**src/rtl/stage_memory.sv**
```systemverilog
// Pipeline stage 4: data-memory handshake, store lane steering, load alignment,
// misalignment/timeout detection and MEM/WB payload generation.
module stage_memory #(
  parameter int unsigned TIMEOUT_CYCLES     = 16,
  parameter logic [2:0]  EXC_LOAD_MISALIGN  = 3'b011,
  parameter logic [2:0]  EXC_STORE_MISALIGN = 3'b100,
  parameter logic [2:0]  EXC_ACCESS_FAULT   = 3'b101
) (
  input  logic        clk,
  input  logic        reset,
  input  logic        in_valid,
  input  logic [31:0] in_alu_out,
  input  logic [31:0] in_mem_in_data,
  input  logic [2:0]  in_funct3,
  input  logic        in_mem_read,
  input  logic        in_mem_write,
  input  logic [4:0]  in_rd,
  input  logic        in_mem_to_reg,
  input  logic        in_write_enable,
  input  logic [2:0]  in_exception_vector,
  output logic        out_mem_req,
  output logic        out_mem_we,
  output logic [31:0] out_mem_addr,
  output logic [31:0] out_mem_wdata,
  output logic [3:0]  out_mem_be,
  input  logic        in_mem_ready,
  input  logic        in_mem_rvalid,
  input  logic [31:0] in_mem_rdata,
  output logic        out_stall,
  output logic        out_valid,
  output logic [31:0] out_data,
  output logic [4:0]  out_rd,
  output logic        out_mem_to_reg,
  output logic        out_write_enable,
  output logic [2:0]  out_exception_vector
);

  localparam int unsigned CNT_W = (TIMEOUT_CYCLES > 1) ? $clog2(TIMEOUT_CYCLES) : 1;
  localparam logic [CNT_W-1:0] CNT_LAST = CNT_W'(TIMEOUT_CYCLES - 1);

  typedef enum logic [1:0] {IDLE, WAIT, DONE} state_t;

  state_t             state_q, state_d;
  logic [31:0]        rdata_q, rdata_d;
  logic [CNT_W-1:0]   cnt_q, cnt_d;
  logic               fault_q, fault_d;

  logic               is_mem;
  logic               misalign;
  logic               access;
  logic [7:0]         ld_byte;
  logic [15:0]        ld_half;
  logic [31:0]        load_data;

  assign is_mem         = in_mem_read | in_mem_write;
  assign access         = in_valid & is_mem & (in_exception_vector == 3'b000) & ~misalign;
  assign out_mem_addr   = {in_alu_out[31:2], 2'b00};
  assign out_rd         = in_rd;
  assign out_mem_to_reg = in_mem_to_reg;

  // Encodings 011, 110 and 111 have no access size here and are rejected as misaligned.
  always_comb begin
    misalign = 1'b0;
    if (in_funct3 == 3'b011 || in_funct3[2:1] == 2'b11) misalign = 1'b1;
    else if (in_funct3[1:0] == 2'b01)                   misalign = in_alu_out[0];
    else if (in_funct3[1:0] == 2'b10)                   misalign = |in_alu_out[1:0];
  end

  always_comb begin
    out_mem_wdata = in_mem_in_data;
    out_mem_be    = 4'b1111;
    if (in_mem_write) begin
      case (in_funct3[1:0])
        2'b00: begin
          out_mem_wdata = {4{in_mem_in_data[7:0]}};
          out_mem_be    = 4'b0001 << in_alu_out[1:0];
        end
        2'b01: begin
          out_mem_wdata = {2{in_mem_in_data[15:0]}};
          out_mem_be    = in_alu_out[1] ? 4'b1100 : 4'b0011;
        end
        default: ;
      endcase
    end
  end

  always_comb begin
    case (in_alu_out[1:0])
      2'b00:   ld_byte = rdata_q[7:0];
      2'b01:   ld_byte = rdata_q[15:8];
      2'b10:   ld_byte = rdata_q[23:16];
      default: ld_byte = rdata_q[31:24];
    endcase
    ld_half = in_alu_out[1] ? rdata_q[31:16] : rdata_q[15:0];
    case (in_funct3[1:0])
      2'b00:   load_data = in_funct3[2] ? {24'h0, ld_byte} : {{24{ld_byte[7]}}, ld_byte};
      2'b01:   load_data = in_funct3[2] ? {16'h0, ld_half} : {{16{ld_half[15]}}, ld_half};
      default: load_data = rdata_q;
    endcase
  end

  always_comb begin
    state_d              = state_q;
    rdata_d              = rdata_q;
    cnt_d                = cnt_q;
    fault_d              = fault_q;
    out_mem_req          = 1'b0;
    out_mem_we           = 1'b0;
    out_stall            = 1'b0;
    out_valid            = 1'b0;
    out_data             = in_alu_out;
    out_exception_vector = in_exception_vector;
    case (state_q)
      IDLE: begin
        fault_d = 1'b0;
        if (access) begin
          out_mem_req = 1'b1;
          out_mem_we  = in_mem_write;
          out_stall   = 1'b1;
          if (in_mem_ready) begin
            state_d = WAIT;
            cnt_d   = '0;
          end
        end else begin
          out_valid = in_valid;
          if (in_valid && is_mem && in_exception_vector == 3'b000 && misalign)
            out_exception_vector = in_mem_read ? EXC_LOAD_MISALIGN : EXC_STORE_MISALIGN;
        end
      end
      WAIT: begin
        out_stall = 1'b1;
        cnt_d     = cnt_q + CNT_W'(1);
        if (in_mem_rvalid) begin
          rdata_d = in_mem_rdata;
          state_d = DONE;
        end else if (cnt_q == CNT_LAST) begin
          fault_d = 1'b1;
          state_d = DONE;
        end
      end
      DONE: begin
        out_valid = 1'b1;
        state_d   = IDLE;
        if (in_mem_read && !fault_q) out_data = load_data;
        if (fault_q) out_exception_vector = EXC_ACCESS_FAULT;
      end
      default: state_d = IDLE;
    endcase
    // Nothing leaves the stage while reset is held, even if EX/MEM looks valid.
    if (reset) begin
      out_mem_req = 1'b0;
      out_mem_we  = 1'b0;
      out_stall   = 1'b0;
      out_valid   = 1'b0;
    end
    out_write_enable = in_write_enable & out_valid & (out_exception_vector == 3'b000);
  end

  always_ff @(posedge clk) begin
    if (reset) begin
      state_q <= IDLE;
      rdata_q <= '0;
      cnt_q   <= '0;
      fault_q <= 1'b0;
    end else begin
      state_q <= state_d;
      rdata_q <= rdata_d;
      cnt_q   <= cnt_d;
      fault_q <= fault_d;
    end
  end

endmodule

```
**config.mk**
```make
export PLATFORM = sky130hd
export DESIGN_NAME = stage_memory
export DESIGN_NICKNAME = d
export VERILOG_FILES = /design/src/rtl/stage_memory.sv
export SDC_FILE = /design/constraint.sdc
export NUM_CORES = 1
export LEC_CHECK = 0
export ABC_AREA = 1
export CORE_ASPECT_RATIO = 1.1
export CORE_MARGIN = 8
export CORE_UTILIZATION = 39
export CTS_CLUSTER_SIZE = 40
export DETAILED_ROUTE_END_ITERATION = 7
export GPL_TIMING_DRIVEN = 0
export HOLD_SLACK_MARGIN = 0.06
export PLACE_DENSITY = 0.88
export SLEW_MARGIN = 0
export SYNTH_ARGS = -nofsm -noshare
export SYNTH_HDL_FRONTEND = slang
export SYNTH_SLANG_ARGS = --single-unit
```
**constraint.sdc**
```tcl
create_clock -name clk -period 5.89 [get_ports clk]
set_clock_uncertainty 0.1 [all_clocks]
set_input_delay 1.4725 -clock clk [delete_from_list [all_inputs] [get_ports clk]]
set_output_delay 1.4725 -clock clk [all_outputs]
set_load 0.01 [all_outputs]
```
== Yosys cells after proc, flatten, opt, wreduce, memory -nomap -nowiden ==
Cells that the tools add are included.

* $add $sub $neg: 1
* Multipliers: 0
* Divide/modulo/power cells: 0
* Magnitude comparators: 0
* Equal/unequal tests: 14
* Shift operators: 1
* Muxes and demuxes: 42
* Bitwise operators: 7
* Reductions and logical operators: 17

{| class="wikitable"
|+ Operator list
! cell !! number
|-
| $mux 32 || 5
|-
| $pmux 32 s2 || 2
|-
| $pmux 8 s3 || 1
|-
| $mux 16 || 1
|-
| $mux 4 || 4
|-
| $pmux 4 s2 || 2
|-
| $mux 1 || 14
|-
| $mux 3 || 4
|-
| $reduce_and 3->1 || 3
|-
| $eq 2x2->1 const B || 4
|-
| $mux 2 || 4
|-
| $ne 2x2->1 const B || 4
|-
| $eq 2x1->1 const B || 3
|-
| $logic_not 2->1 || 3
|-
| $logic_not 3->1 || 2
|-
| $pmux 1 s2 || 3
|-
| $pmux 3 s2 || 1
|-
| $and 1x1->1 || 5
|-
| $add 4x1->4 const B || 1
|-
| $eq 4x4->1 const B || 1
|-
| $logic_and 1x1->1 || 4
|-
| $pmux 2 s2 || 1
|-
| $shl 1x2->4 const A || 1
|-
| $eq 3x2->1 const B || 1
|-
| other kinds (8) || 8
|}

* Register bits after elaboration: 39
* Latch bits: 0
* Memory bits (writable): 0
* ROM bits: 0
* Input port bits: 116
* Output and inout port bits: 114
* Logic and storage cells: 86
* Memories: 0

== Longest topological paths before layout ==
* Word-level depth: 11
* Gate-level depth with buffers: 10
* Mapped depth without buffers: 9

== Worst setup path after synthesis ==
No wires, ideal clock.

* Path type: in2out
* Start: input port in_mem_write
* End: output port out_write_enable
* Arrival time: 2.542 ns
* Data required time: 4.318 ns
* Path slack: 1.775 ns
* Cell stages on the path: 9
* Buffers on the path: 1
* Cells stage by stage: buf_2 inv_1 nand2_1 nand2_1 nor3_1 nand2_1 nand3_1 nand3_1 nor3_1

* Longest elaborated chain between the ends: 9
* Elaborated cells between the ends (all ways): 16
* Those cells by class: 6 x mux; 6 x bitwise; 4 x reduce/logical

{| class="wikitable"
|+ RTL lines
! item !! line !! text
|-
| from (decl) || 16 || <nowiki>input logic in_mem_write,</nowiki>
|-
| $or 1x1->1 * || 55 || <nowiki>assign is_mem = in_mem_read | in_mem_write;</nowiki>
|-
| $logic_and 1x1->1 (3 in a row) || 126 || <nowiki>if (in_valid && is_mem && in_exception_vector == 3'b000 && misalign)</nowiki>
|-
| $mux 3 || 126 ||
|-
| $mux 3 * || 116 || <nowiki>if (access) begin</nowiki>
|-
| $pmux 3 s2 * || 113 || <nowiki>case (state_q)</nowiki>
|-
| net out_exception_vector[2] || 35 || <nowiki>output logic [2:0] out_exception_vector</nowiki>
|-
| $logic_not 3->1 * || 156 || <nowiki>out_write_enable = in_write_enable & out_valid & (out_exception_vector == 3'b000);</nowiki>
|-
| $and 1x1->1 * || 156 ||
|-
| to (decl) || 34 || <nowiki>output logic out_write_enable,</nowiki>
|}

Mark *: on every way through the listed nets, which the timed path passes. The rest lies on a longest branch.

== Final worst setup path ==
* Start: input port in_funct3[1]
* End: output port out_data[1]

* Longest elaborated chain between the ends: 4
* Elaborated cells between the ends (all ways): 5
* Those cells by class: 1 x eq/ne; 3 x mux; 1 x reduce/logical

{| class="wikitable"
|+ RTL lines
! item !! line !! text
|-
| from (decl) || 14 || <nowiki>input logic [2:0] in_funct3,</nowiki>
|-
| $eq 2x1->1 or $logic_not 2->1 (tied branches) || 95 || <nowiki>case (in_funct3[1:0])</nowiki>
|-
| $pmux 32 s2 * || 95 ||
|-
| $mux 32 * || 144 || <nowiki>if (in_mem_read && !fault_q) out_data = load_data;</nowiki>
|-
| $mux 32 * || 113 ||
|-
| to (decl) || 31 || <nowiki>output logic [31:0] out_data,</nowiki>
|}

Mark *: on every way between the ends. The rest lies on a longest branch, timed or not.

==> flow_metrics.tcl <==
set metrics [dict create \
    slew_headroom_pct 63.9 \
    layout_min_cycle_time_ns 5.43 \
    critPathMaxFanout 10 \
    area.growth.synth_to_final_pct 73.6 \
    ys_ff_latch 39 \
    crit_family "buffers and inverters" \
    drive_gt1_share_pct 9.96 \
    yosysWarningCount 0 \
    hold_class "reg -> reg" \
    antenna_found_initial 0 \
    synthCells 545 \
    rr_worst_depth 6 \
    synth_top_area_cell "dfxtp_1" \
    clkLatencyLatePin_ns 0.29 \
    yosys-top-cells-area "dfxtp_1, nand2_1, buf_4" \
    antenna_left 0 \
    cp.required_ns 4.32 \
    slowest_stage "clkdlybuf4s50_1" \
    clock.fmax_mhz 184 \
    yosys.cell_count.top_type "nand2_1" \
    synth_cell_types 32 \
    r2r-start "state_q[0]" \
    die_w_microns 104 \
    reg2reg_slack_ns 4.15 \
    drt_first_pass_iters 6 \
    nNetsFinal 889 \
    grt_use_total_pct 24.2 \
    htree_num_levels 2 \
    ys_seq_area_share_pct 23.7 \
    rows 35 \
    leakagePower_uw 0.00239 \
    design_area_sq_mm 0.00571 \
    pwr_density_cell_mw_per_mm2 132 \
    grt_pass1_wl_microns 23400 \
    tightest_slew_ns 0.541 \
    setup_viol 0 \
    slew_viol_final 0 \
    irDropWorstVdd_v 0.000146 \
    synth_edf_count 0 \
    syn_area_per_cell_sq_um 6.03 \
    fin_crit_sh_pct 92.2 \
    cts_root_buffer "clkbuf_8" \
    holdCritStartpoint "rdata_q[6]" \
    routabilityCongestion 0.949 \
    ys_async_sr_fraction_pct 0 \
    tns_ns 0 \
    grt_start_max_net_pins 13 \
    core_sq_mm 0.00828 \
    dpl.hpwl_microns 12500 \
    cp.arrival_ns 3.86 \
    initial_utilization_pct 39.7 \
    drt-initial-drc-count 426 \
    clkTransAtPathRegs_ns 0.08 \
    final-hold-violation-count 0 \
    synthFlopType "dfxtp_1" \
    wl_microns 15000 \
    total_power_uw 754 \
    num_vias 4567 \
    path_buf_inv 6 \
    n_fill_cell 691 \
    hold_depth 2 \
    criticalPathCategory "in -> out" \
    cp-start-kind "primary input" \
    ios 230 \
    drt-vias-per-instance 5.17 \
    cts_hold_buf 0 \
    grt_overflow 0 \
    status "completed" \
    diodes 0 \
    syn_area_sq_mm 0.00329 \
    grt_pass1_vias 4463 \
    hold-path-endpoint "rdata_q[6]" \
    drc 0 \
    grt_setup_unrepaired "false" \
    worstReg2RegEnd "rdata_q[24]" \
    cap_viol_max_count 0 \
    postCtsSetupBuffers 0 \
    synth_top_area_share_pct 23.7 \
    cts.sinks 39 \
    cts_tree "built" \
    slowest_delay_ns 0.68 \
    wl_per_cell_microns 17.0 \
    cts_resized 0 \
    cts_buffers 5 \
    io_buffers 219 \
    cp-end-kind "output port" \
    postPlaceCellArea_sq_mm 0.00562 \
    cts_buffer_depth 2 \
    die_y_microns 112 \
    crit_chain "clkdlybuf4s50_1 > inv_2 > nand2_2 > inv_2 > buf_6 > o22ai_4 > nand2_1 > o2111ai_1 > o21ai_1 > inv_1 > clkdlybuf4s50_1" \
    fp.dieArea_sq_mm 0.0116 \
    synth_commonest_cells "nand2_1, inv_1, o21ai_0" \
]
==> flip-flops by register name (all words and copies together) (netlist names) <==
name,flops
cnt_q,4
state_q,2
fault_q,1
rdata_q,32
==> per-layer routing <==
metal  part of all wire (%)  track usage [%]
met1                     39             28.5
met2                     50             42.9
met3                    7.8             4.53
met4                    2.8             8.14
met5                      0                0
==> worst max-delay path by stage <==
stage | start | endpoint | cells past startpoint
6_report | in_funct3[1] | out_data[1] | 11
4_1_cts | in_funct3[1] | out_data[1] | 11
3_3_place_gp | in_funct3[1] | out_data[1] | 11
2_1_floorplan | in_mem_write | out_write_enable | 9
3_5_place_dp | in_funct3[1] | out_data[1] | 11
5_1_grt | in_funct3[1] | out_data[1] | 11
==> cell usage in the layout (no fill, tap or decap), drive strengths merged <==
cell           instances
o22ai                 32
o21a                   1
clkdlybuf4s50        219
clkbuf                25
dfxtp                 39
o211ai                 1
a21oi                 58
ha                     1
nor2                  29
a21boi                 1
inv                   87
buf                   55
nand3                 27
conb                   2
o2111ai                3
clkinvlp               1
nand4                  3
o21ai                 75
clkinv                 1
nor3                   5
nand2                100
a31oi                  5
or2                    3
==> report_power, final <==
part	switching [uW]	internal [uW]
clock	98.5	82.8
combinational	127	180
sequential	0.578	264
total	226	528
==> worst min-delay path: stages (launching register included) <==
cell and delay, ns:
dfxtp_1 0.32, nand2_1 0.06, a21oi_1 0.05
==> cells by family (layout without fill, tap and decap cells) <==
family	after synthesis	after routing	share of synthesized area, %
AND/OR/NAND/NOR	167	167	22.3
other	1	2	0.114
buffers and inverters	161	388	24.3
AO/OA/AOI/OAI	176	176	29.2
flip-flops	39	39	23.7
adder cells (fa/ha/maj)	1	1	0.380
==> stage by stage <==
stage / instances / utilization (%) / hold slack [ns] / setup slack, ns
after CTS: 884 / 69.0 / 0.374 / 0.487
after floorplan: 546 / - / 0.339 / 1.78
after global placement: 876 / 67.9 / 0.352 / 0.495
final: 884 / 69.0 / 0.375 / 0.460
after global routing: 884 / 69.0 / 0.402 / 0.340
after detailed placement: 876 / 67.9 / 0.364 / 0.483
==> final cells by class <==
class                           instances  area [sq um]  area share, %
Multi-Input combinational cell        346          1710           30.0
Inverter                               87           327           5.72
Clock inverter                          2          12.5          0.219
Buffer                                 74           473           8.29
Timing Repair Buffer                  219          2190           38.4
Tap cell                              111           139           2.43
Sequential cell                        39           781           13.7
Clock buffer                            6          72.6           1.27
Note: power is estimated with default switching activity, not from simulation.
